## config.mk

```make
export PLATFORM = sky130hd
export DESIGN_NAME = fifo_stream_reader
export DESIGN_NICKNAME = d
export VERILOG_FILES = /design/src/rtl/fifo_pkg.sv /design/src/rtl/stream_skid_buf.sv /design/src/rtl/fifo_stream_reader.sv
export SDC_FILE = /design/constraint.sdc
export NUM_CORES = 1
export LEC_CHECK = 0
export CORE_ASPECT_RATIO = 1.75
export CORE_UTILIZATION = 47
export DETAILED_ROUTE_END_ITERATION = 8
export GPL_ROUTABILITY_DRIVEN = 0
export PLACE_DENSITY_LB_ADDON = 0.3
export SYNTH_ARGS = -nofsm -noshare
export SYNTH_HDL_FRONTEND = slang
export SYNTH_SLANG_ARGS = --single-unit
```

## constraint.sdc

```tcl
create_clock -name R_CLK -period 2.7 [get_ports R_CLK]
set_clock_uncertainty 0.05 [all_clocks]
set_input_delay 0.54 -clock R_CLK [delete_from_list [all_inputs] [get_ports R_CLK]]
set_output_delay 0.54 -clock R_CLK [all_outputs]
set_load 0.02 [all_outputs]
```

## src/rtl/fifo_pkg.sv

```systemverilog
// Shared constants and types for the async FIFO and its stream reader.
// The reader's state encoding lives here so the bench and RTL share one definition.
package fifo_pkg;

    localparam int unsigned DEF_DATA_WIDTH  = 9;
    localparam int unsigned DEF_LEN_WIDTH   = 8;
    localparam int unsigned FIFO_ADDR_WIDTH = 4;
    localparam int unsigned FIFO_DEPTH      = 1 << FIFO_ADDR_WIDTH;
    localparam int unsigned SKID_DEPTH      = 2;

    typedef enum logic [1:0] {
        ST_IDLE   = 2'd0,
        ST_STREAM = 2'd1,
        ST_FINISH = 2'd2
    } reader_state_t;

endpackage

```

## src/rtl/stream_skid_buf.sv

```systemverilog
// Two-entry skid buffer; the head register drives the downstream stream directly.
// A slot is free when not full, or when full but the head is leaving this cycle.
module stream_skid_buf
    import fifo_pkg::*;
#(
    parameter int P_DATA_WIDTH = DEF_DATA_WIDTH
) (
    input  logic                    clk,
    input  logic                    rst,
    input  logic                    push,
    input  logic [P_DATA_WIDTH-1:0] push_data,
    input  logic                    pop,
    output logic [P_DATA_WIDTH-1:0] head_data,
    output logic                    head_valid,
    output logic                    slot_free
);

    localparam logic [1:0] FULL = 2'(SKID_DEPTH);

    logic [1:0]              occ;
    logic [P_DATA_WIDTH-1:0] tail_data;

    assign head_valid = (occ != 2'd0);
    assign slot_free  = (occ != FULL) || pop;

    always_ff @(posedge clk) begin
        if (rst) begin
            occ       <= 2'd0;
            head_data <= '0;
            tail_data <= '0;
        end else begin
            case ({push, pop})
                2'b10: begin
                    if (occ == 2'd0) begin
                        head_data <= push_data;
                        occ       <= 2'd1;
                    end else if (occ == 2'd1) begin
                        tail_data <= push_data;
                        occ       <= FULL;
                    end
                end
                2'b01: begin
                    if (occ == FULL) head_data <= tail_data;
                    if (occ != 2'd0) occ <= occ - 2'd1;
                end
                2'b11: begin
                    // Occupancy is unchanged; the new word goes behind whatever remains.
                    if (occ == 2'd1) begin
                        head_data <= push_data;
                    end else if (occ == FULL) begin
                        head_data <= tail_data;
                        tail_data <= push_data;
                    end
                end
                default: ;
            endcase
        end
    end

endmodule

```

## src/rtl/fifo_stream_reader.sv

```systemverilog
// Pops a burst of BURST_LEN words from the async FIFO read side and streams them
// downstream with valid/ready, marking the final word with OUT_LAST.
//
// state     | meaning
// ----------|------------------------------------------------
// ST_IDLE   | waiting for START; counters hold
// ST_STREAM | popping FIFO into skid buffer, delivering words
// ST_FINISH | one-cycle DONE pulse, then back to idle
module fifo_stream_reader
    import fifo_pkg::*;
#(
    parameter int P_DATA_WIDTH = DEF_DATA_WIDTH,
    parameter int P_LEN_WIDTH  = DEF_LEN_WIDTH
) (
    input  logic                    R_CLK,
    input  logic                    RRST,
    input  logic                    START,
    input  logic [P_LEN_WIDTH-1:0]  BURST_LEN,
    input  logic                    EMPTY,
    input  logic [P_DATA_WIDTH-1:0] DATA_OUT,
    output logic                    R_EN,
    output logic [P_DATA_WIDTH-1:0] OUT_DATA,
    output logic                    OUT_VALID,
    input  logic                    OUT_READY,
    output logic                    OUT_LAST,
    output logic                    BUSY,
    output logic                    DONE
);

    localparam logic [P_LEN_WIDTH-1:0] ONE = P_LEN_WIDTH'(1);

    reader_state_t          state, state_nxt;
    logic [P_LEN_WIDTH-1:0] pop_cnt;
    logic [P_LEN_WIDTH-1:0] send_cnt;
    logic                   slot_free;
    logic                   handshake;
    logic                   start_ok;

    assign handshake = OUT_VALID && OUT_READY;
    assign start_ok  = (state == ST_IDLE) && START;
    assign OUT_LAST  = OUT_VALID && (send_cnt == ONE);

    stream_skid_buf #(
        .P_DATA_WIDTH (P_DATA_WIDTH)
    ) u_skid (
        .clk        (R_CLK),
        .rst        (RRST),
        .push       (R_EN),
        .push_data  (DATA_OUT),
        .pop        (handshake),
        .head_data  (OUT_DATA),
        .head_valid (OUT_VALID),
        .slot_free  (slot_free)
    );

    always_ff @(posedge R_CLK) begin
        if (RRST) state <= ST_IDLE;
        else      state <= state_nxt;
    end

    always_comb begin
        state_nxt = state;
        case (state)
            ST_IDLE: begin
                if (START) state_nxt = (BURST_LEN != '0) ? ST_STREAM : ST_FINISH;
            end
            ST_STREAM: begin
                if (handshake && OUT_LAST) state_nxt = ST_FINISH;
            end
            ST_FINISH: state_nxt = ST_IDLE;
            default:   state_nxt = ST_IDLE;
        endcase
    end

    always_comb begin
        BUSY = 1'b0;
        DONE = 1'b0;
        R_EN = 1'b0;
        case (state)
            ST_STREAM: begin
                BUSY = 1'b1;
                R_EN = !EMPTY && (pop_cnt != '0) && slot_free;
            end
            ST_FINISH: begin
                BUSY = 1'b1;
                DONE = 1'b1;
            end
            default: ;
        endcase
    end

    // Both counters are down-counters guarded against wrapping below zero.
    always_ff @(posedge R_CLK) begin
        if (RRST) begin
            pop_cnt  <= '0;
            send_cnt <= '0;
        end else if (start_ok) begin
            pop_cnt  <= BURST_LEN;
            send_cnt <= BURST_LEN;
        end else begin
            if (R_EN && (pop_cnt != '0))        pop_cnt  <= pop_cnt - ONE;
            if (handshake && (send_cnt != '0))  send_cnt <= send_cnt - ONE;
        end
    end

endmodule

```

# Word-level counts from Yosys, hierarchy flattened
# Cells that the tools add are included.
dict set report op_classes {
  n_reduce_logical 26
  addsub 3
  n_mux 24
  n_mul 0
  n_lt_le_gt_ge 0
  div 0
  n_eq_ne 18
  shifts 0
  bitwise_logic 0
}
# cell n
set ops {}
lappend ops {{two-way mux 9 bit} 7}
lappend ops {{two-way mux 8 bit} 4}
lappend ops {{case mux 9 bit (3 select lines)} 1}
lappend ops {{nonzero test 8 bit} 3}
lappend ops {{case mux 9 bit (2 select lines)} 1}
lappend ops {{subtractor 8 x 1 -> 8 bit, second input constant} 2}
lappend ops {{two-way mux 2 bit} 6}
lappend ops {{!= test 2 bit, second input constant} 6}
lappend ops {{nonzero test 2 bit} 5}
lappend ops {{== test 2 bit, second input constant} 4}
lappend ops {{== test 8 x 1 -> 1 bit, second input constant} 1}
lappend ops {{logical AND 1 bit} 8}
lappend ops {{case mux 2 bit (2 select lines)} 2}
lappend ops {{== test 2 x 1 -> 1 bit, second input constant} 3}
lappend ops {{!= test 2 x 1 -> 1 bit, second input constant} 3}
lappend ops {{AND reduction 5 bit} 1}
lappend ops {{zero test 2 bit} 2}
lappend ops {{AND reduction 2 bit} 2}
lappend ops {{two-way mux 1 bit} 3}
lappend ops {{!= test 3 x 1 -> 1 bit, second input constant} 1}
lappend ops {{AND reduction 3 bit} 1}
lappend ops {{nonzero test 3 bit} 1}
lappend ops {{OR reduction 2 bit} 1}
lappend ops {{subtractor 2 x 1 -> 2 bit, second input constant} 1}
lappend ops {{2 further kinds} 2}
dict set report word_totals {
  latch_bits 0
  n_memories 0
  romBits 0
  elab_cells 77
  ramBits 0
  out_inout_bits 14
  ff_bits 38
}

# Depth between registers and ports, before layout
dict set report logic_depth {
  depth_word 8
  mapped_depth 13
}

# Modules after synthesis
# A second synthesis with hierarchy kept.
dict set report hier_totals {
  cells_unflattened 253
  area_unflattened_um2 2187.1
}
# mod seq_area_each_um2 n_inst area_each_um2 cells_each
set by_module_without_submodules {}
lappend by_module_without_submodules {fifo_stream_reader 360.3 1 1114.8 134}
lappend by_module_without_submodules {stream_skid_buf 400.4 1 1072.3 119}

# Least setup slack after synthesis
# No wires, ideal clock.
dict set report synth_path {
  kind {reg2reg}
  start {register u_skid.occ[0]}
  end {register u_skid.head_data[0]}
  slack_ns 0.112
  period_less_slack_ns 2.588
  setup_time_ns 0.096
  path_stages_with_launch 13
  required_ns 2.554
  t_arrival_ns 2.443
  path_cell_list {dfxtp_1 > inv_1 > ha_1 > nand2b_1 > buf_2 > a21boi_2 > nand2_1 > inv_1 > ha_1 > nor2b_1 > o21ai_1 > a2bb2oi_1 > a221oi_1}
}
dict set report synth_via {
  elab_chain_len 8
  word_cells_on_any_way 18
}
# element line
set synth_lines {}
lappend synth_lines {{start: declaration} stream_skid_buf.sv:20} ;# logic [1:0] occ;
lappend synth_lines {{start signal: assignment} stream_skid_buf.sv:44} ;# if (occ != 2'd0) occ <= occ - 2'd1;
lappend synth_lines {{nonzero test 2 bit} stream_skid_buf.sv:23} ;# assign head_valid = (occ != 2'd0);
lappend synth_lines {{logical AND 1 bit} fifo_stream_reader.sv:39} ;# assign handshake = OUT_VALID && OUT_READY;
lappend synth_lines {{logical OR 1 bit (*)} stream_skid_buf.sv:24} ;# assign slot_free = (occ != FULL) || pop;
lappend synth_lines {{logical AND 1 bit (*)} fifo_stream_reader.sv:82} ;# R_EN = !EMPTY && (pop_cnt != '0) && slot_free;
lappend synth_lines {{two-way mux 1 bit (*)} fifo_stream_reader.sv:79} ;# case (state)
lappend synth_lines {{via R_EN} fifo_stream_reader.sv:21} ;# output logic R_EN,
lappend synth_lines {{== test 2 bit / == test 2 x 1 -> 1 bit (equally long branches)} stream_skid_buf.sv:32} ;# case ({push, pop})
lappend synth_lines {{!= test 2 x 1 -> 1 bit (no line) / nonzero test 3 bit (equally long branches)} --}
lappend synth_lines {{AND reduction 2 bit (no line)} --}
lappend synth_lines {{end signal: assignment} stream_skid_buf.sv:35} ;# head_data <= push_data;
lappend synth_lines {{end signal: assignment} stream_skid_buf.sv:43} ;# if (occ == FULL) head_data <= tail_data;
lappend synth_lines {{end signal: assignment} stream_skid_buf.sv:49} ;# head_data <= push_data;
lappend synth_lines {{end: declaration} stream_skid_buf.sv:13} ;# output logic [P_DATA_WIDTH-1:0] head_data,
# Mark *: on every way through the listed nets, which the timed path passes. The rest lies on a longest branch.
# A chain may end at the register's enable or synchronous reset.

# Worst setup path in the final report
dict set report layout_path {
  start {register u_skid.occ[0]}
  end {output port OUT_LAST}
}
dict set report layout_via {
  elab_chain_len 2
}
# element line
set layout_lines {}
lappend layout_lines {{nonzero test 2 bit} stream_skid_buf.sv:23}
lappend layout_lines {{logical AND 1 bit} fifo_stream_reader.sv:41} ;# assign OUT_LAST = OUT_VALID && (send_cnt == ONE);
lappend layout_lines {{end: declaration} fifo_stream_reader.sv:25} ;# output logic OUT_LAST,
# No other way between the ends.

==> impl_metrics.env <==
export IMPL_status="finished, final reports clean"
export IMPL_fin_util_pct=64.1
export IMPL_synth_xor_area_share_pct=1.61
export IMPL_synth_avg_cell_area_um2=8.91
export IMPL_cts_tree="built"
export IMPL_synth_compound_gate_area_share_pct=24.5
export IMPL_drive_gt1_share_pct=12.9
export IMPL_seqPwrFrac_pct=34.4
export IMPL_synthAdderAreaFrac_pct=6.91
export IMPL_clk_pin_slew_ns=0.08
export IMPL_antenna_found_initial=0
export IMPL_clkPwrFrac_pct=27.4
export IMPL_clk_latency_ns=0.30
export IMPL_layout_nets=328
export IMPL_synth_ff_type="dfxtp_1"
export IMPL_postRouteAntennaNets=0
export IMPL_port_buffers=35
export IMPL_ys_types=45
export IMPL_cp_slowest_cell="clkdlybuf4s50_1"
export IMPL_cts_setup_buffers=0
export IMPL_min_path_cells=2
export IMPL_arrival_ns=1.97
export IMPL_worstHoldStart="u_skid.tail_data[8]"
export IMPL_dr_pass1_iters=4
export IMPL_yosysMostFrequentCell="dfxtp_1"
export IMPL_synthCells=244
export IMPL_core_area_um2=4400
export IMPL_startpoint_type="flop"
export IMPL_synthMuxAreaShare_pct=8.75
export IMPL_clock_root_buffer="clkbuf_8"
export IMPL_met2_length_mm=2.92
export IMPL_fillers=398
export IMPL_die_h_um=92.0
export IMPL_wl_met1_mm=2.13
export IMPL_crit_top_cell="inv_1"
export IMPL_routed_via_density=6.13
export IMPL_drc=0
export IMPL_regArea_um2=761
export IMPL_r2r_end="u_skid.head_data[4]"
export IMPL_synth_area_leaders="dfxtp_1, mux2i_1, ha_1"
export IMPL_ys_top_cells_by_count="dfxtp_1, nor2_1, inv_1"
export IMPL_final_max_slew_viol_count=0
export IMPL_syn_num_nets=278
export IMPL_setup_viol=0
export IMPL_synth_area_um2=2170
export IMPL_critical_path_class="flop to output pin"
export IMPL_reg2reg_from="u_skid.occ[0]"
export IMPL_totalWireLength_mm=5.68
export IMPL_overflow=0
export IMPL_reg2reg_depth=9
export IMPL_hp_class="flop to flop"
export IMPL_routed_via_count=2122
export IMPL_ys_seq_area_share_pct=35.0
export IMPL_r2r_slack_ns=0.20
export IMPL_ctsHoldBuffers=0
export IMPL_max_slew_margin_pct=54.0
export IMPL_area_delta_synth_final_pct=29.9
export IMPL_switchingPower_uw=743
export IMPL_synthDominantCellAreaShare_pct=35.0
export IMPL_whs_ns=0.458
export IMPL_rsz0062_at_grt="no"
export IMPL_fmax_mhz=391
export IMPL_drv_cap=0
export IMPL_cp_slowest_stage_delay_ns=0.62
export IMPL_p_int_mw=1.40
export IMPL_yosysWarnings=0
export IMPL_min_to="u_skid.tail_data[8]"
export IMPL_min_period_over_period_pct=94.8
export IMPL_numCtsBuffers=5
export IMPL_highest_layer="met4"
export IMPL_htreeDepth=2
export IMPL_multi_input_area_um2=1290
export IMPL_cp_end_kind="output pin"
export IMPL_synth_simple_area_share_pct=17.5
export IMPL_cts_sinks=38
export IMPL_period_minus_slack_ns=2.56
export IMPL_grt_max_degree=24
export IMPL_p_per_area_nw_per_um2=758
export IMPL_grt_pass1_vias=2118
export IMPL_irDropWorstVdd_v=0.000520
export IMPL_die_area_um2=4910
export IMPL_ys_seq_elements=38
export IMPL_antenna_cells=0
export IMPL_cp_required_ns=2.11
export IMPL_crit_family="buffers and inverters"
export IMPL_drtIter0Drc=71
export IMPL_track_usage_pct=26.0
export IMPL_wl_per_cell_um=16.4
export IMPL_io_pins=36
export IMPL_synth_top_family_by_area="compound AO/OA/AOI/OAI gates"
export IMPL_wl_met3_um=234
export IMPL_p_leak_nw=1.10
export IMPL_synthArstFlopShare_pct=0
export IMPL_crit_path_cell_trace="inv_1, ha_1, inv_1, and4_1, clkdlybuf4s50_1"
export IMPL_synth_edf_count=0
export IMPL_yosysTopAreaCell="dfxtp_1"
export IMPL_postCtsResizedCells=1
export IMPL_cp_max_fo=4
export IMPL_tightest_slew_ns=0.686
export IMPL_hold_viol=0
export IMPL_placement_rows=32
export IMPL_p_comb_share_pct=38.1
export IMPL_grt_pass1_wl_mm=9.29
export IMPL_cp_num_buf_inv=3
export IMPL_switching_share_pct=34.7
export IMPL_start_util_pct=49.3
export IMPL_detailed_place_hpwl_mm=4.24
export IMPL_clk_path_buf_depth=2
export IMPL_die_w_um=53.4
[cells in the final DEF, fill, tap and decap left out, drive strengths merged, types with 6 or more instances in the layout]
cell | synthesis | routed
inv | 20 | 20
ha | 12 | 12
a31oi | 9 | 9
a2bb2oi | 9 | 9
a221oi | 9 | 9
a21oi | 14 | 14
o21ai | 13 | 13
clkdlybuf4s50 | 0 | 34
nor2 | 24 | 24
nand3 | 6 | 6
buf | 4 | 18
dfxtp | 38 | 38
nand4 | 8 | 8
mux2i | 19 | 19
[power by group through the flow]
stage	clock [mW]	combinational, mW	sequential (mW)
2_1_floorplan	0	0.487	0.769
3_3_place_gp	0	0.794	0.744
3_5_place_dp	0	0.808	0.747
4_1_cts	0.593	0.817	0.735
5_1_grt	0.623	0.893	0.747
6_report	0.587	0.816	0.737
[per-stage QoR]
stage                     instance area, µm²  TNS, ns  std cells  setup WS, ns  power (mW)
final                                   2820        0        346         0.139        2.14
after global placement                  2690        0        338        0.0183        1.54
after global routing                    2820        0        346       0.00579        2.26
after CTS                               2820        0        346         0.125        2.14
after detailed placement                2690   -0.220        338       -0.0363        1.55
after floorplan                         2170        0        244         0.112        1.26
[state kept, by name (all words and copies together), names as in the netlist]
signal	count
u_skid.head_data	9
u_skid.tail_data	9
pop_cnt	8
send_cnt	8
state	2
u_skid.occ	2
[cells by family (layout without fill, tap and decap cells)]
kind of cell,after synthesis,after routing
AND/OR/NAND/NOR,68,68
XOR/XNOR,4,4
multiplexers,19,19
AO/OA/AOI/OAI,73,73
flip-flops,38,38
buffers and inverters,30,81
adder cells (fa/ha/maj),12,12
[worst reg2reg max path: stages, from the launching register on]
cell	delay (ns)
dfxtp_1	0.37
inv_1	0.08
ha_1	0.23
nand2b_1	0.19
buf_4	0.17
inv_1	0.14
buf_4	0.14
o21ai_0	0.13
o31ai_2	0.64
a221oi_1	0.21
[per-layer routing]
layer,vias up,global-route usage (%)
li1,1022,-
met1,995,25.3
met2,74,44.2
met3,31,5.14
met4,0,21.3
met5,-,0
[cell type report]
cell class / count / share of cell area, %
multi-input cells: 176 / 45.7
inverters: 20 / 2.66
clock inverters: 3 / 2.44
well taps: 51 / 2.26
repair buffers: 53 / 17.6
clock buffers: 5 / 2.44
flip-flops and latches: 38 / 27.0
[how the worst max path moves through the flow]
| stage | slack (ns) | endpoint | startpoint | depth (start not counted) |
|---|---|---|---|---|
| 2_1_floorplan | 0.11 | u_skid.head_data[0] | u_skid.occ[0] | 12 |
| 3_3_place_gp | 0.02 | u_skid.head_data[1] | OUT_READY | 8 |
| 3_5_place_dp | -0.04 | u_skid.head_data[4] | OUT_READY | 8 |
| 4_1_cts | 0.13 | OUT_LAST | u_skid.occ[0] | 5 |
| 5_1_grt | 0.006 | u_skid.head_data[4] | u_skid.occ[0] | 9 |
| 6_report | 0.14 | OUT_LAST | u_skid.occ[0] | 5 |
(Power assumes the default switching activity.)
